`src/rtl/cpu_pkg.sv`:
```
// Shared types and constants for the instruction-fetch front end.
package cpu_pkg;

  typedef enum logic [1:0] {
    FS_FETCH = 2'd0,
    FS_HALT  = 2'd1,
    FS_FAULT = 2'd2
  } fetch_state_t;

  localparam logic [5:0] OP_J   = 6'b000010;
  localparam logic [5:0] OP_JAL = 6'b000011;

  typedef struct packed {
    logic [31:0] pc;
    logic [31:0] instr;
  } fq_entry_t;

  // "finish: j finish" -- a j whose pseudo-direct target is its own address
  function automatic logic is_self_jump(input logic [31:0] instr, input logic [31:0] pc);
    return (instr[31:26] == OP_J) && ({pc[31:28], instr[25:0], 2'b00} == pc);
  endfunction

endpackage

```
`src/rtl/fetch_sequencer_if.sv`:
```
// ROM read port, decode handshake and redirect request seen by the fetch unit.
interface fetch_sequencer_if;
  logic [31:0] ReadAddr;
  logic [31:0] Instr;
  logic [31:0] InstrOut;
  logic [31:0] InstrPC;
  logic [31:0] InstrPC4;
  logic        InstrValid;
  logic        InstrReady;
  logic        RedirectValid;
  logic [31:0] RedirectAddr;

  modport master (
    output ReadAddr, InstrOut, InstrPC, InstrPC4, InstrValid,
    input  Instr, InstrReady, RedirectValid, RedirectAddr
  );

  modport slave (
    input  ReadAddr, InstrOut, InstrPC, InstrPC4, InstrValid,
    output Instr, InstrReady, RedirectValid, RedirectAddr
  );
endinterface

```
`src/rtl/fetch_queue.sv`:
```
// Circular fetch buffer of {pc, instr}; flush overrides push and pop.
module fetch_queue
  import cpu_pkg::*;
#(
  parameter int QDEPTH = 2
) (
  input  logic                            clk,
  input  logic                            rst_n,
  input  logic                            push,
  input  logic                            pop,
  input  logic                            flush,
  input  fq_entry_t                       din,
  output fq_entry_t                       dout,
  output logic                            full,
  output logic                            empty,
  output logic [$clog2(QDEPTH+1)-1:0]     count
);

  localparam int PW = $clog2(QDEPTH);
  localparam int CW = $clog2(QDEPTH + 1);

  fq_entry_t     r_mem [QDEPTH];
  logic [PW-1:0] r_head;
  logic [PW-1:0] r_tail;
  logic [CW-1:0] r_count;
  logic          w_wr;
  logic          w_rd;

  function automatic logic [PW-1:0] ptr_inc(input logic [PW-1:0] p);
    return (p == PW'(QDEPTH - 1)) ? '0 : p + 1'b1;
  endfunction

  assign w_wr = push && !flush;
  assign w_rd = pop && !flush;

  always_ff @(posedge clk) begin
    if (w_wr) r_mem[r_tail] <= din;
  end

  always_ff @(posedge clk) begin
    if (!rst_n || flush) begin
      r_head  <= '0;
      r_tail  <= '0;
      r_count <= '0;
    end else begin
      if (w_wr) r_tail <= ptr_inc(r_tail);
      if (w_rd) r_head <= ptr_inc(r_head);
      case ({w_wr, w_rd})
        2'b10:   r_count <= r_count + 1'b1;
        2'b01:   r_count <= r_count - 1'b1;
        default: r_count <= r_count;
      endcase
    end
  end

  assign dout  = r_mem[r_head];
  assign count = r_count;
  assign empty = (r_count == '0);
  assign full  = (r_count == CW'(QDEPTH));

  pop_not_empty: assert property (@(posedge clk) disable iff (!rst_n) !(w_rd && empty));

endmodule

```
`src/rtl/fetch_sequencer.sv`:
```
// PC owner and fetch controller: feeds the queue from the ROM, handles redirects, halt and fault.
module fetch_sequencer
  import cpu_pkg::*;
#(
  parameter logic [31:0] RESET_PC  = 32'h0000_0000,
  parameter int          MEM_WORDS = 32,
  parameter int          QDEPTH    = 2
) (
  input  logic               clk,
  input  logic               rst_n,
  fetch_sequencer_if.master  bus,
  output logic               Halted,
  output logic               Fault
);

  localparam logic [31:0] MEM_BYTES = 32'(MEM_WORDS * 4);
  localparam int          CW        = $clog2(QDEPTH + 1);

  fetch_state_t  r_state;
  fetch_state_t  w_state_next;
  logic [31:0]   r_pc;
  logic [31:0]   w_pc_next;

  fq_entry_t     w_q_head;
  logic          w_q_full;
  logic          w_q_empty;
  logic [CW-1:0] w_q_count;

  logic w_redirect, w_redirect_bad, w_valid, w_pop, w_fetch_try, w_pc_bad, w_push, w_flush;

  always_comb begin
    w_state_next   = r_state;
    w_pc_next      = r_pc;
    w_redirect     = bus.RedirectValid && (r_state != FS_FAULT);
    w_redirect_bad = (bus.RedirectAddr[1:0] != 2'b00) || (bus.RedirectAddr >= MEM_BYTES);
    w_valid        = !w_q_empty && (r_state != FS_FAULT);
    w_pop          = w_valid && bus.InstrReady && !w_redirect;
    // a same-cycle pop frees the slot the fetched word is about to take
    w_fetch_try    = (r_state == FS_FETCH) && !w_redirect && (!w_q_full || w_pop);
    w_pc_bad       = (r_pc >= MEM_BYTES);
    w_push         = w_fetch_try && !w_pc_bad;
    w_flush        = w_redirect || (w_fetch_try && w_pc_bad);

    if (w_redirect) begin
      w_pc_next    = bus.RedirectAddr;
      w_state_next = w_redirect_bad ? FS_FAULT : FS_FETCH;
    end else if (w_fetch_try && w_pc_bad) begin
      w_state_next = FS_FAULT;
    end else if (w_push) begin
      w_pc_next = r_pc + 32'd4;
      if (is_self_jump(bus.Instr, r_pc)) w_state_next = FS_HALT;
    end
  end

  always_ff @(posedge clk) begin
    if (!rst_n) begin
      r_state <= FS_FETCH;
      r_pc    <= RESET_PC;
    end else begin
      r_state <= w_state_next;
      r_pc    <= w_pc_next;
    end
  end

  fetch_queue #(.QDEPTH(QDEPTH)) u_queue (
    .clk   (clk),
    .rst_n (rst_n),
    .push  (w_push),
    .pop   (w_pop),
    .flush (w_flush),
    .din   ('{pc: r_pc, instr: bus.Instr}),
    .dout  (w_q_head),
    .full  (w_q_full),
    .empty (w_q_empty),
    .count (w_q_count)
  );

  assign bus.ReadAddr   = r_pc;
  assign bus.InstrValid = w_valid;
  assign bus.InstrOut   = (w_q_count != '0) ? w_q_head.instr : 32'h0;
  assign bus.InstrPC    = (w_q_count != '0) ? w_q_head.pc : 32'h0;
  assign bus.InstrPC4   = (w_q_count != '0) ? w_q_head.pc + 32'd4 : 32'h0;
  assign Halted         = (r_state == FS_HALT);
  assign Fault          = (r_state == FS_FAULT);

endmodule

```
`src/flat_wrapper.sv`:
```
// flat-port wrapper written by rule: the top's interface ports become plain ports
module fetch_sequencer_flat import cpu_pkg::*;
#(
  parameter logic [31:0] RESET_PC  = 32'h0000_0000,
  parameter int          MEM_WORDS = 32,
  parameter int          QDEPTH    = 2
)
  (clk, rst_n, Halted, Fault, bus_ReadAddr, bus_InstrOut, bus_InstrPC, bus_InstrPC4, bus_InstrValid, bus_Instr, bus_InstrReady, bus_RedirectValid, bus_RedirectAddr);
  fetch_sequencer_if bus_i ();
  input  logic clk;
  input  logic rst_n;
  output logic Halted;
  output logic Fault;
  output wire logic [$bits(bus_i.ReadAddr)-1:0] bus_ReadAddr;
  output wire logic [$bits(bus_i.InstrOut)-1:0] bus_InstrOut;
  output wire logic [$bits(bus_i.InstrPC)-1:0] bus_InstrPC;
  output wire logic [$bits(bus_i.InstrPC4)-1:0] bus_InstrPC4;
  output wire logic [$bits(bus_i.InstrValid)-1:0] bus_InstrValid;
  input wire logic [$bits(bus_i.Instr)-1:0] bus_Instr;
  input wire logic [$bits(bus_i.InstrReady)-1:0] bus_InstrReady;
  input wire logic [$bits(bus_i.RedirectValid)-1:0] bus_RedirectValid;
  input wire logic [$bits(bus_i.RedirectAddr)-1:0] bus_RedirectAddr;
  assign bus_ReadAddr = bus_i.ReadAddr;
  assign bus_InstrOut = bus_i.InstrOut;
  assign bus_InstrPC = bus_i.InstrPC;
  assign bus_InstrPC4 = bus_i.InstrPC4;
  assign bus_InstrValid = bus_i.InstrValid;
  assign bus_i.Instr = bus_Instr;
  assign bus_i.InstrReady = bus_InstrReady;
  assign bus_i.RedirectValid = bus_RedirectValid;
  assign bus_i.RedirectAddr = bus_RedirectAddr;
  fetch_sequencer #(.RESET_PC(RESET_PC), .MEM_WORDS(MEM_WORDS), .QDEPTH(QDEPTH)) u_core (.clk(clk), .rst_n(rst_n), .bus(bus_i), .Halted(Halted), .Fault(Fault));
endmodule
```
`config.mk`:
```
export PLATFORM = sky130hd
export DESIGN_NAME = fetch_sequencer_flat
export DESIGN_NICKNAME = d
export VERILOG_FILES = /design/src/rtl/cpu_pkg.sv /design/src/rtl/fetch_sequencer_if.sv /design/src/rtl/fetch_queue.sv /design/src/rtl/fetch_sequencer.sv /design/src/flat_wrapper.sv
export SDC_FILE = /design/constraint.sdc
export NUM_CORES = 1
export LEC_CHECK = 0
export CORE_ASPECT_RATIO = 0.75
export CORE_UTILIZATION = 55
export CTS_BUF_LIST = sky130_fd_sc_hd__clkbuf_4 sky130_fd_sc_hd__clkbuf_8
export DETAILED_ROUTE_END_ITERATION = 7
export PLACE_DENSITY_LB_ADDON = 0.15
export SLEW_MARGIN = 40
export SYNTH_ARGS = -nofsm -noshare
export SYNTH_HDL_FRONTEND = slang
export SYNTH_SLANG_ARGS = --single-unit
export TNS_END_PERCENT = 100
```
`constraint.sdc`:
```
create_clock -name clk -period 18.34 [get_ports clk]
set_input_delay 5.502 -clock clk [delete_from_list [all_inputs] [get_ports clk]]
set_output_delay 5.502 -clock clk [all_outputs]
set_load 0.03 [all_outputs]
```
==> results.py <==
metrics = {
    "outcome": {
        "outcome": "complete, no violations",
    },
    "die": {
        "die_w_um": 139.9,
        "dieArea_mm2": 0.01474,
        "rows": 37,
        "pin_count": 199,
        "fp.coreArea_mm2": 0.01380,
        "dieHeight_um": 105.4,
        "initial_core_util_pct": 56.84,
    },
    "yosys": {
        "yosysUniqueCellTypes": 54,
        "synth.avg_cell_area_um2": 11.76,
        "synth_edf_count": 128,
        "synth_top_area_share_pct": 49.02,
        "synth-seq-cells": 167,
        "yosysMostFrequentCell": "edfxtp_1",
        "synth_warnings": 0,
        "synthTopCellsByArea": "edfxtp_1, dfxtp_1, mux2i_1, nor2_1, xnor2_1",
        "synth_cells": 667,
        "async_reset_ff_share_pct": 0,
        "synth.net_count": 739,
        "netlist_area_mm2": 0.007841,
        "synth.yosys.seq_area_share_pct": 58.98,
        "ys_top_cells_by_count": "edfxtp_1, nor2_1, nand2_1",
        "synth_top_cell_by_area": "edfxtp_1",
        "synthFlopType": "edfxtp_1",
    },
    "critical_path": {
        "crit_chain": "buf_4 > mux2i_1 > a211oi_4 > nand3_4 > or4_1 > a21oi_1 > clkdlybuf4s50_1",
        "cp_slowest_cell": "buf_4",
        "crit_type": "reg -> out",
        "critPathCaptureType": "output port",
        "cp.arrival_ns": 4.12,
        "crit_required_ns": 12.84,
        "cpPeakStageDelay_ns": 0.72,
        "critPathTopFamily": "buffers and inverters",
        "critPathMaxFanout": 52,
        "critPathLaunchType": "register",
        "crit_buf_inv": 2,
    },
    "timing": {
        "hold_ws_ns": 0.5137,
        "max_slew_margin_pct": 45.74,
        "hold_viol": 0,
        "setup_viol": 0,
        "worst_pin_slew_ns": 0.8120,
        "rsz0062_at_grt": "no",
        "finClkSkew_ns": 0.01481,
        "tns_ns": 0,
        "min_period_ns": 9.623,
        "finalCritPeriodShare_pct": 52.47,
        "drv_slew": 0,
        "fmax_mhz": 103.9,
    },
    "clock_tree": {
        "cts_resized": 0,
        "clk_pin_slew_ns": 0.08,
        "post_cts_buffers": 0,
        "ctsHoldBuffers": 0,
        "clockBufferDepth": 2,
        "insertion_delay_ns": 0.46,
        "cts_inserted_buffers": 17,
        "htreeDepth": 4,
        "cts_tree": "built",
        "cts.sinks": 167,
        "clockRootBuffer": "clkbuf_8",
    },
    "power_and_ir_drop": {
        "p_total_w": 0.0007803,
        "seqPwrFrac_pct": 54.3,
        "p_leak_nw": 3.242,
        "p_int_w": 0.0006010,
        "total_switching_power_w": 0.0001793,
        "vdd_drop_max_uv": 60.75,
        "p_comb_share_pct": 9.2,
        "sw_frac_of_total_pct": 22.98,
        "p_per_area_mw_per_mm2": 75.27,
        "clockPowerShare_pct": 36.5,
    },
    "detailed_routing": {
        "vias_per_cell": 5.802,
        "drt-initial-drc-count": 429,
        "wl_per_cell_um": 19.52,
        "drtAntennaViolNets": 0,
        "postRouteWirelength_um": 20360,
        "firstDrtPassIters": 5,
        "num_vias": 6052,
        "drc": 0,
    },
    "finish": {
        "antenna_cells": 0,
        "areaGrowthSynthToFinish_pct": 32.20,
        "num-nets-final": 927,
        "drive_gt1_share_pct": 7.028,
        "finish.utilization_pct": 75.14,
    },
    "global_routing": {
        "globalRouteOverflowTotal": 0,
        "grt_max_degree": 53,
        "grtUsageTotal_pct": 28.19,
        "grt_pass1_wl_um": 31170,
        "grt_pass1_vias": 5775,
        "antenna_found_initial": 0,
    },
    "placement": {
        "dp_hpwl_um": 14800,
        "gp_congestion": 0.8635,
        "port_buffers": 198,
    },
    "hold_path": {
        "hold_path_class": "reg -> reg",
    },
    "flow_run": {
        "max-cap-violations": 0,
    },
}
## sequential cells by signal, summed over array words and instances, names as in the netlist, named ones only
name                   cells
u_core.u_queue.r_head      1
u_core.r_state             2
u_core.u_queue.count       2
u_core.bus.ReadAddr       32
u_core.u_queue.r_mem     128
u_core.u_queue.r_tail      1
## routing by layer
metal | track usage [%] | wire (um) | up-vias | part of all wire [%]
met2 | 43.39 | 9377 | 294 | 46
met4 | 11.22 | 434 | 0 | 2.1
li1 | - | - | 2813 | -
met5 | 0 | 0 | - | 0
met3 | 5.816 | 1640 | 30 | 8.1
met1 | 39.29 | 8905 | 2915 | 44
## kinds of logic (layout without fill, tap and decap cells)
family | Yosys count | in the layout | share of synthesized area [%]
xor+xnor | 46 | 46 | 5.138
fa+ha+maj | 4 | 4 | 0.6383
mux | 68 | 68 | 8.840
buf+inv | 41 | 242 | 2.617
simple gates | 265 | 265 | 16.48
compound gates | 76 | 76 | 7.308
flops | 167 | 167 | 58.98
## final timing paths
kind,from,end,slack [ns],cells after the start
min reg2reg,u_core.r_state[0]$_SDFFE_PN0P_,u_core.r_state[0]$_SDFFE_PN0P_,0.51,2
max,register,bus_InstrPC4[25],8.72,7
min,u_core.r_state[0]$_SDFFE_PN0P_,u_core.r_state[0]$_SDFFE_PN0P_,0.51,2
max reg2reg,u_core.bus.ReadAddr[9]$_SDFFE_PN0P_,u_core.u_queue.r_mem[1][51]$_DFFE_PP_,15.12,5
## stage by stage
step | instance area, um^2 | std cells | setup WS [ns]
after global routing | 10370 | 1043 | 8.503
after CTS | 10350 | 1042 | 8.727
after floorplan | 7841 | 667 | 8.747
after detailed placement | 9912 | 1010 | 9.203
final | 10370 | 1043 | 8.717
after global placement | 9913 | 1010 | 9.294
## layout make-up
cell class | instances | area [um^2]
Inverter | 7 | 26.28
Clock buffer | 19 | 261.5
Timing Repair Buffer | 203 | 2022
Clock inverter | 13 | 177.7
Tap cell | 175 | 219.0
Multi-Input combinational cell | 459 | 3032
Sequential cell | 167 | 4628
Fill cell | 951 | 3430
## placed cells by master, fill, tap and decap left out, drive strengths merged, types with 2 or more instances in the layout
| cell type | netlist | routed |
|---|---|---|
| ha | 4 | 4 |
| mux2 | 10 | 10 |
| o21a | 4 | 4 |
| a32o | 2 | 2 |
| nand2b | 2 | 2 |
| buf | 17 | 6 |
| and2 | 13 | 13 |
| a21oi | 12 | 12 |
| xor2 | 10 | 10 |
| mux2i | 58 | 58 |
| clkdlybuf4s50 | 0 | 197 |
| a211oi | 4 | 4 |
| inv | 7 | 7 |
| edfxtp | 128 | 128 |
| xnor2 | 36 | 36 |
| nor2b | 3 | 3 |
| a221oi | 2 | 2 |
| o31ai | 4 | 4 |
| nor4 | 20 | 20 |
| bufinv | 0 | 4 |
| nand3b | 13 | 13 |
| a21boi | 26 | 26 |
| o21ai | 8 | 8 |
| clkbuf | 17 | 19 |
| clkinvlp | 0 | 2 |
| nand4 | 16 | 16 |
| dfxtp | 39 | 39 |
| nand3 | 18 | 18 |
| clkinv | 0 | 7 |
| o41ai | 5 | 5 |
| nor3b | 5 | 5 |
| nor2 | 91 | 91 |
| nand2 | 67 | 67 |
| nor3 | 12 | 12 |
| a22oi | 2 | 2 |
## tightest hold or removal path, delay by kind of cell, from the launching register on
| kind | cells | cell delay (ns) |
|---|---|---|
| flip-flops | 1 | 0.34 |
| buffers and inverters | 1 | 0.07 |
| AO/OA/AOI/OAI | 1 | 0.05 |
## power by group through the flow
stage,Sequential [W],Combinational [W],Clock (W)
floorplan,0.000436,0.0000279,0
global placement,0.000431,0.0000702,0
detailed placement,0.000432,0.0000714,0
CTS,0.000423,0.0000718,0.000286
global route,0.000425,0.0000763,0.000301
finish,0.000424,0.0000718,0.000285
No activity file was read; power rests on OpenSTA's default activity.
